File: config.mk
export PLATFORM = sky130hd
export DESIGN_NAME = riscv_regfile_sb
export DESIGN_NICKNAME = d
export VERILOG_FILES = /design/src/rtl/riscv_regfile_sb.sv
export SDC_FILE = /design/constraint.sdc
export NUM_CORES = 2
export LEC_CHECK = 0
export CAP_MARGIN = 10
export CELL_PAD_IN_SITES_DETAIL_PLACEMENT = 0
export CELL_PAD_IN_SITES_GLOBAL_PLACEMENT = 2
export CORE_MARGIN = 1.5
export CORE_UTILIZATION = 35
export DETAILED_ROUTE_END_ITERATION = 10
export PLACE_DENSITY = 0.8
export SKIP_LAST_GASP = 1
export SLEW_MARGIN = 25
export SYNTH_ARGS = -nofsm -noshare
export SYNTH_HDL_FRONTEND = slang
export SYNTH_SLANG_ARGS = --single-unit
File: constraint.sdc
create_clock -name clk_in -period 5.1 [get_ports clk_in]
set_input_delay 1.02 -clock clk_in [delete_from_list [all_inputs] [get_ports clk_in]]
set_output_delay 1.02 -clock clk_in [all_outputs]
set_load 0.03 [all_outputs]
File: src/rtl/riscv_regfile_sb.sv
// ============================================================================
// Module      : riscv_regfile_sb
// Description : Multi-port RISC-V integer register file with a per-register
//               pending-write scoreboard. Optional write-through forwarding is
//               enabled by defining the macro REGFILE_BYPASS_EN.
// Revision    : 1.0 - initial release
// ============================================================================
`default_nettype none

module riscv_regfile_sb #(
   parameter int XLEN   = 32,
   parameter int NREGS  = 32,
   parameter int NREAD  = 2,
   parameter int PEND_W = 2,
   parameter int AW     = $clog2(NREGS)
) (
   input  logic                  clk_in,
   input  logic                  rst_in,
   input  logic [NREAD*AW-1:0]   ra_in,
   output logic [NREAD*XLEN-1:0] rdata_out,
   output logic [NREAD-1:0]      hazard_out,
   input  logic                  wr_en_in,
   input  logic [AW-1:0]         wr_addr_in,
   input  logic [XLEN-1:0]       wr_data_in,
   input  logic                  rsv_en_in,
   input  logic [AW-1:0]         rsv_addr_in,
   output logic                  rsv_ready_out,
   output logic                  err_out
);

   localparam logic [PEND_W-1:0] CNT_MAX = '1;
   localparam logic [PEND_W-1:0] CNT_ONE = PEND_W'(1);

   logic [XLEN-1:0]   regs_q [NREGS];
   logic [XLEN-1:0]   regs_d [NREGS];
   logic [PEND_W-1:0] cnt_q  [NREGS];
   logic [PEND_W-1:0] cnt_d  [NREGS];
   logic              err_q;
   logic              err_d;

   logic              rsv_acc;
   logic              rel;
   logic              same_addr;

   assign rel           = wr_en_in && (wr_addr_in != '0);
   assign rsv_acc       = rsv_en_in && (rsv_addr_in != '0) && (cnt_q[rsv_addr_in] != CNT_MAX);
   assign same_addr     = (wr_addr_in == rsv_addr_in);
   assign rsv_ready_out = rst_in || (rsv_addr_in == '0) || (cnt_q[rsv_addr_in] != CNT_MAX);
   assign err_out       = err_q;

   always_comb begin
      regs_d = regs_q;
      cnt_d  = cnt_q;
      err_d  = err_q;
      if (rel) begin
         regs_d[wr_addr_in] = wr_data_in;
         if (cnt_q[wr_addr_in] == '0) begin
            err_d = 1'b1;
         end
      end
      // A reservation and a release on the same register cancel out.
      if (rsv_acc && !(rel && same_addr)) begin
         cnt_d[rsv_addr_in] = cnt_q[rsv_addr_in] + CNT_ONE;
      end
      if (rel && (cnt_q[wr_addr_in] != '0) && !(rsv_acc && same_addr)) begin
         cnt_d[wr_addr_in] = cnt_q[wr_addr_in] - CNT_ONE;
      end
   end

   always_ff @(posedge clk_in) begin
      if (rst_in) begin
         for (int r = 0; r < NREGS; r++) begin
            regs_q[r] <= '0;
            cnt_q[r]  <= '0;
         end
         err_q <= 1'b0;
      end else begin
         regs_q <= regs_d;
         cnt_q  <= cnt_d;
         err_q  <= err_d;
      end
   end

   for (genvar i = 0; i < NREAD; i++) begin : g_read
      logic [AW-1:0] addr;
      assign addr = ra_in[i*AW +: AW];
`ifdef REGFILE_BYPASS_EN
      logic wr_hit;
      assign wr_hit = wr_en_in && (wr_addr_in == addr);
      assign rdata_out[i*XLEN +: XLEN] = (rst_in || (addr == '0)) ? '0 :
                                         wr_hit ? wr_data_in : regs_q[addr];
      // The last outstanding write landing this cycle resolves the hazard.
      assign hazard_out[i] = !rst_in && (addr != '0) && (cnt_q[addr] != '0) &&
                             !(wr_hit && (cnt_q[addr] == CNT_ONE));
`else
      assign rdata_out[i*XLEN +: XLEN] = (rst_in || (addr == '0)) ? '0 : regs_q[addr];
      assign hazard_out[i] = !rst_in && (addr != '0) && (cnt_q[addr] != '0);
`endif
   end

endmodule

`default_nettype wire

Word level (Yosys, flattened, before mapping)
Index checks and enable logic that the tools add are counted.
{"block": "classes", "n_addsub": 2, "order_cmp": 6, "n_eq_ne": 2, "n_mux": 31, "n_bitwise": 4, "n_reduce_logical": 33}
{"cell": "1024-bit bitwise mux", "count": 1}
{"cell": "32-bit binary-select mux with 5-bit select", "count": 2}
{"cell": "32-bit two-way mux", "count": 7}
{"cell": "32-bit demux with 5-bit select", "count": 1}
{"cell": "64-bit bitwise mux", "count": 2}
{"cell": "64-bit two-way mux", "count": 2}
{"cell": "2-bit binary-select mux with 5-bit select", "count": 4}
{"cell": "6-bit greater-or-equal comparator, second input constant", "count": 4}
{"cell": "5-bit inverter with 6-bit output", "count": 4}
{"cell": "2-bit demux with 5-bit select", "count": 2}
{"cell": "2-bit two-way mux", "count": 10}
{"cell": "5-bit nonzero test", "count": 4}
{"cell": "5-bit logical NOT", "count": 3}
{"cell": "1-bit logical AND", "count": 14}
{"cell": "6-bit by 1-bit less-than comparator with 1-bit output, second input constant", "count": 2}
{"cell": "2-bit nonzero test", "count": 3}
{"cell": "5-bit equality test", "count": 1}
{"cell": "1-bit logical OR", "count": 4}
{"cell": "1-bit logical NOT", "count": 3}
{"cell": "2-bit by 1-bit adder with 2-bit output, second input constant", "count": 1}
{"cell": "2-bit logical NOT", "count": 1}
{"cell": "2-bit != test, second input constant", "count": 1}
{"cell": "2-bit AND reduction", "count": 1}
{"cell": "2-bit by 1-bit subtractor with 2-bit output, second input constant", "count": 1}
{"block": "totals", "register_bits": 1089, "inputBits": 56, "out_inout_bits": 68, "wordCells": 143}

Logic depth before layout (Yosys ltp)
{"block": "depth", "ltp_word": 10, "depth_mapped": 16, "depth_no_buf": 12}

Least setup slack after synthesis
No wires, ideal clock.
{"block": "synth_timing", "path_kind": "input -> register", "from": "input port rsv_addr_in[0]", "to": "register cnt_q[17] (netlist bit)", "setup_ps": 139, "arrival_time_ps": 4036, "required_ps": 4961, "path_slack_ps": 924, "path_stages": 14, "n_path_buf": 4, "cell_sequence": "buf_4 > buf_4 > buf_2 > mux4_2 > a22oi_1 > nand4_1 > ha_1 > nor2b_1 > nor4b_1 > a311o_2 > buf_4 > nor2_2 > a221oi_1 > a311oi_1"}
{"block": "synth_via", "elab_chain_len": 10, "word_cells_on_any_way": 25, "cone_classes": "1 x add/sub; 2 x order compare; 2 x eq/ne; 9 x mux; 1 x bitwise; 10 x reduce/logical"}
{"item": "start, declared", "line": "26", "text": "input logic [AW-1:0] rsv_addr_in,"}
{"item": "parallel branches: the longest is 9 deep, another holds 2-bit by 1-bit adder with 2-bit output"}
{"item": "64-bit two-way mux *", "line": "65", "text": "if (rel && (cnt_q[wr_addr_in] != '0) && !(rsv_acc && same_addr)) begin"}
{"item": "end signal, assigned", "line": "79", "text": "cnt_q <= cnt_d;"}
{"item": "end, declared", "line": "36", "text": "logic [PEND_W-1:0] cnt_q [NREGS];"}
Every way passes the cells marked *. The select of a mux whose other input is x is not followed.
A chain may end at the register's enable or synchronous reset.

Final worst setup path
{"block": "layout_timing", "from": "input port ra_in[0]", "to": "output port rdata_out[24]"}
{"block": "layout_via", "elab_chain_len": 5, "word_cells_on_any_way": 7, "cone_classes": "4 x mux; 1 x bitwise; 2 x reduce/logical"}
{"item": "start, declared", "line": "19", "text": "input logic [NREAD*AW-1:0] ra_in,"}
{"item": "5-bit inverter with 6-bit output (implied by the code)", "line": "96", "text": "assign rdata_out[i*XLEN +: XLEN] = (rst_in || (addr == '0)) ? '0 : regs_q[addr];"}
{"item": "32-bit binary-select mux with 5-bit select", "line": "96"}
{"item": "32-bit two-way mux (implied by the code) (2 in series)", "line": "96"}
{"item": "32-bit two-way mux *", "line": "96"}
{"item": "end, declared", "line": "20", "text": "output logic [NREAD*XLEN-1:0] rdata_out,"}
Mark *: on every way between the ends. The rest lies on a longest branch, timed or not. The select of a mux whose other input is x is not followed.

==> results.tsv <==
metric	value	unit
outcome	finished clean	
met2 routed WL	116	mm
Post-DRT Antenna Nets	0	
vias per std cell	6.00	
Worst Slack Setup Final	0.392	ns
number of synthesis warnings	0	
unrepaired setup endpoints after global routing	no	
clock tree root buffer cell	sky130_fd_sc_hd__clkbuf_16	
DR vias	55100	
number of optimization iterations in the first detailed-route pass	5	
number of ports placed on the die boundary	124	
top library cells by usage in the layout, fill and taps aside	2,079 x sky130_fd_sc_hd__nand2_1, 1,276 x sky130_fd_sc_hd__a21oi_1, 1,089 x sky130_fd_sc_hd__dfxtp_1, 413 x sky130_fd_sc_hd__mux2i_1, 279 x sky130_fd_sc_hd__mux4_2	
number of buffer cells added on primary ports	123	
cell count after synthesis	7071	
critical-path maximum fanout	38	
highest routed metal layer	met5	
CP Launch Type	input port	
Seq/Total Area, Yosys	0.378	
data required time of the critical path	4.08	ns
die height	409	um
hold_buf cts	0	
share of power burned in registers	0.414	
row cnt	148	
Hold Violations, Final	0	
fraction of final layout cells with drive strength greater than 1	0.156	
class of the tightest hold or removal check	register to register	
type of the setup path with the least slack	input port to output port	
setup slack after placement	-0.0336	ns
number of flops mapped to enable cells by yosys	0	
number of nets in the final layout	6967	
pin count of the biggest net entering global routing	214	
number of pins exceeding their max-slew limit in the final report	0	
met3 wire length	24.3	mm
count of cell types in the netlist	60	
total number of clock tree sinks	1089	
clock tree skew after final layout	0.0116	ns
IR drop worst, VDD	0.000385	V
Switch Pwr	0.00562	W
relative contribution of combinational cells to total power	0.105	
total routing resource utilization after global routing	0.301	
P&R area growth vs syn	16.7	%
CTS max path bufs	3	
grt ovf	0	
leak pwr	22.2	nW
number of DRC violations after detailed-routing iteration 0	7011	
Fmax achieved	212	MHz
number of DRC violations after detailed routing	0	
power per cell area	310	nW/um^2
starting utilization of the core area	0.353	
setup slack, reg-to-reg	1.21	ns
later-pin clock latency in the skew report	0.79	ns
sum of net half-perimeters after detailed placement	155	mm
Final Non-Filler Cells	9188	
internal power	0.0152	W
TNS Setup	0	ns
initial antenna violation count	5	
commonest non-fill, non-tap cell in the layout	sky130_fd_sc_hd__nand2_1	
type of destination of the critical path	output port	
clock tree from TritonCTS	done	
Seq cells post-synth	1089	
asr flop ratio synth	0	
Most used DFF post-synth	sky130_fd_sc_hd__dfxtp_1	
number of max-cap violations	0	
depth of the CTS H-tree	4	
Max-slew headroom	0.281	
post-CTS setup repair buffer count	0	
routed wire length	260	mm
via count of the first global-routing pass	52300	
area of the core region	163000	sq um
first-pass GRT wire length	373	mm
min Tclk post-route	4.71	ns
Post-Route M1 WL	107	mm
cells resized by post-CTS repair	0	
Final Cycle Share	0.923	
final number of setup-violating endpoints	0	
clock transition at the registers of the reported paths	0.06	ns
power share of the clock group	0.481	
average size of a mapped cell	8.15	sq um
area of the die	167000	sq um
Sw Share	0.270	
placed instance count	8950	
die span in x	409	um
Worst EP arrival	3.69	ns
netlist area before placement	57700	sq um
final core utilization	0.413	
clock buffers created by TritonCTS	132	
wire per inst	28.3	um
net count after synthesis	7129	
Slew @ Worst Pin	1.08	ns
total inserted antenna cells	0	
routability cong.	0.951	
cell families (layout without fill, tap and decap cells):
group,count (synthesis),after routing,share of synthesized area
AO/OA/AOI/OAI,1875,1875,0.185
XOR/XNOR,5,5,0.000759
AND/OR/NAND/NOR,2554,2554,0.178
multiplexers,823,823,0.206
adder cells (fa/ha/maj),2,2,0.000434
buffers and inverters,723,665,0.0513
flip-flops,1089,1089,0.378
worst paths after layout:
check,from,cells after the start,end
max,ra_in[0],8,rdata_out[24]
min,regs_q[821],2,regs_q[821]
max reg2reg,cnt_q[8],9,cnt_q[61]
min reg2reg,regs_q[821],2,regs_q[821]
state kept, by name, indices dropped and copies added (netlist names):
| signal | flops |
|---|---|
| err_out | 1 |
| cnt_q | 64 |
| regs_q | 1024 |
per-stage QoR:
stage / total power [W] / hold WS, ns / area (sq um)
3_5_place_dp: 0.0110 / 0.455 / 62800
6_report: 0.0208 / 0.464 / 67300
2_1_floorplan: 0.0100 / 0.442 / 57700
3_3_place_gp: 0.0110 / 0.448 / 62800
4_1_cts: 0.0209 / 0.463 / 67300
5_1_grt: 0.0214 / 0.478 / 67300
cell type report:
cell class	count	area (sq um)
flip-flops and latches	1089	21800
multi-input cells	5259	33300
inverters	5	18.8
fillers	16200	95800
clock inverters	48	674
repair buffers	422	4960
well taps	2175	2720
clock buffers	190	3840
worst max-delay path, stage by stage:
cell and delay (ns):
sky130_fd_sc_hd__buf_8 0.46, sky130_fd_sc_hd__buf_12 0.31, sky130_fd_sc_hd__mux2i_1 0.12, sky130_fd_sc_hd__o221ai_1 0.29
sky130_fd_sc_hd__o22ai_1 0.13, sky130_fd_sc_hd__nor3_1 0.70, sky130_fd_sc_hd__o21a_1 0.35, sky130_fd_sc_hd__buf_12 0.16
synthesized netlist by cell type (6+ instances only):
| library cell | number | area [sq um] |
|---|---|---|
| sky130_fd_sc_hd__mux4_2 | 279 | 6280 |
| sky130_fd_sc_hd__nand2_1 | 2109 | 7920 |
| sky130_fd_sc_hd__nand2b_1 | 9 | 56.3 |
| sky130_fd_sc_hd__or3_1 | 6 | 37.5 |
| sky130_fd_sc_hd__and3_1 | 36 | 225 |
| sky130_fd_sc_hd__a311oi_1 | 32 | 280 |
| sky130_fd_sc_hd__o221ai_1 | 130 | 1140 |
| sky130_fd_sc_hd__a21oi_1 | 1279 | 6400 |
| sky130_fd_sc_hd__buf_4 | 7 | 52.6 |
| sky130_fd_sc_hd__a211oi_1 | 45 | 338 |
| sky130_fd_sc_hd__a22oi_1 | 11 | 82.6 |
| sky130_fd_sc_hd__nor2b_1 | 41 | 257 |
| sky130_fd_sc_hd__nor3_1 | 179 | 896 |
| sky130_fd_sc_hd__o21ai_0 | 139 | 696 |
| sky130_fd_sc_hd__nand3_1 | 49 | 245 |
| sky130_fd_sc_hd__mux2i_1 | 413 | 4130 |
| sky130_fd_sc_hd__mux2_2 | 131 | 1480 |
| sky130_fd_sc_hd__buf_1 | 21 | 78.8 |
| sky130_fd_sc_hd__o22ai_1 | 131 | 820 |
| sky130_fd_sc_hd__buf_2 | 141 | 706 |
| sky130_fd_sc_hd__nor2_1 | 81 | 304 |
| sky130_fd_sc_hd__nor3b_1 | 7 | 52.6 |
| sky130_fd_sc_hd__dfxtp_1 | 1089 | 21800 |
| sky130_fd_sc_hd__clkbuf_1 | 545 | 2050 |
| sky130_fd_sc_hd__a221oi_1 | 11 | 96.3 |
| sky130_fd_sc_hd__o21a_1 | 65 | 488 |
| sky130_fd_sc_hd__a32oi_1 | 13 | 114 |
layer usage:
metal / global-route usage / vias up
li1: - / 24700
met1: 0.403 / 27000
met2: 0.467 / 2807
met3: 0.0588 / 639
met4: 0.141 / 2
met5: 0 / -
power by group through the flow:
stage          clock network (W)  registers, W  logic (W)
5_1_grt                   0.0105       0.00863    0.00228
3_3_place_gp                   0       0.00881    0.00215
4_1_cts                   0.0101       0.00863    0.00215
6_report                  0.0100       0.00863    0.00220
2_1_floorplan                  0       0.00879    0.00124
3_5_place_dp                   0       0.00881    0.00215
(Power assumes the default switching activity.)
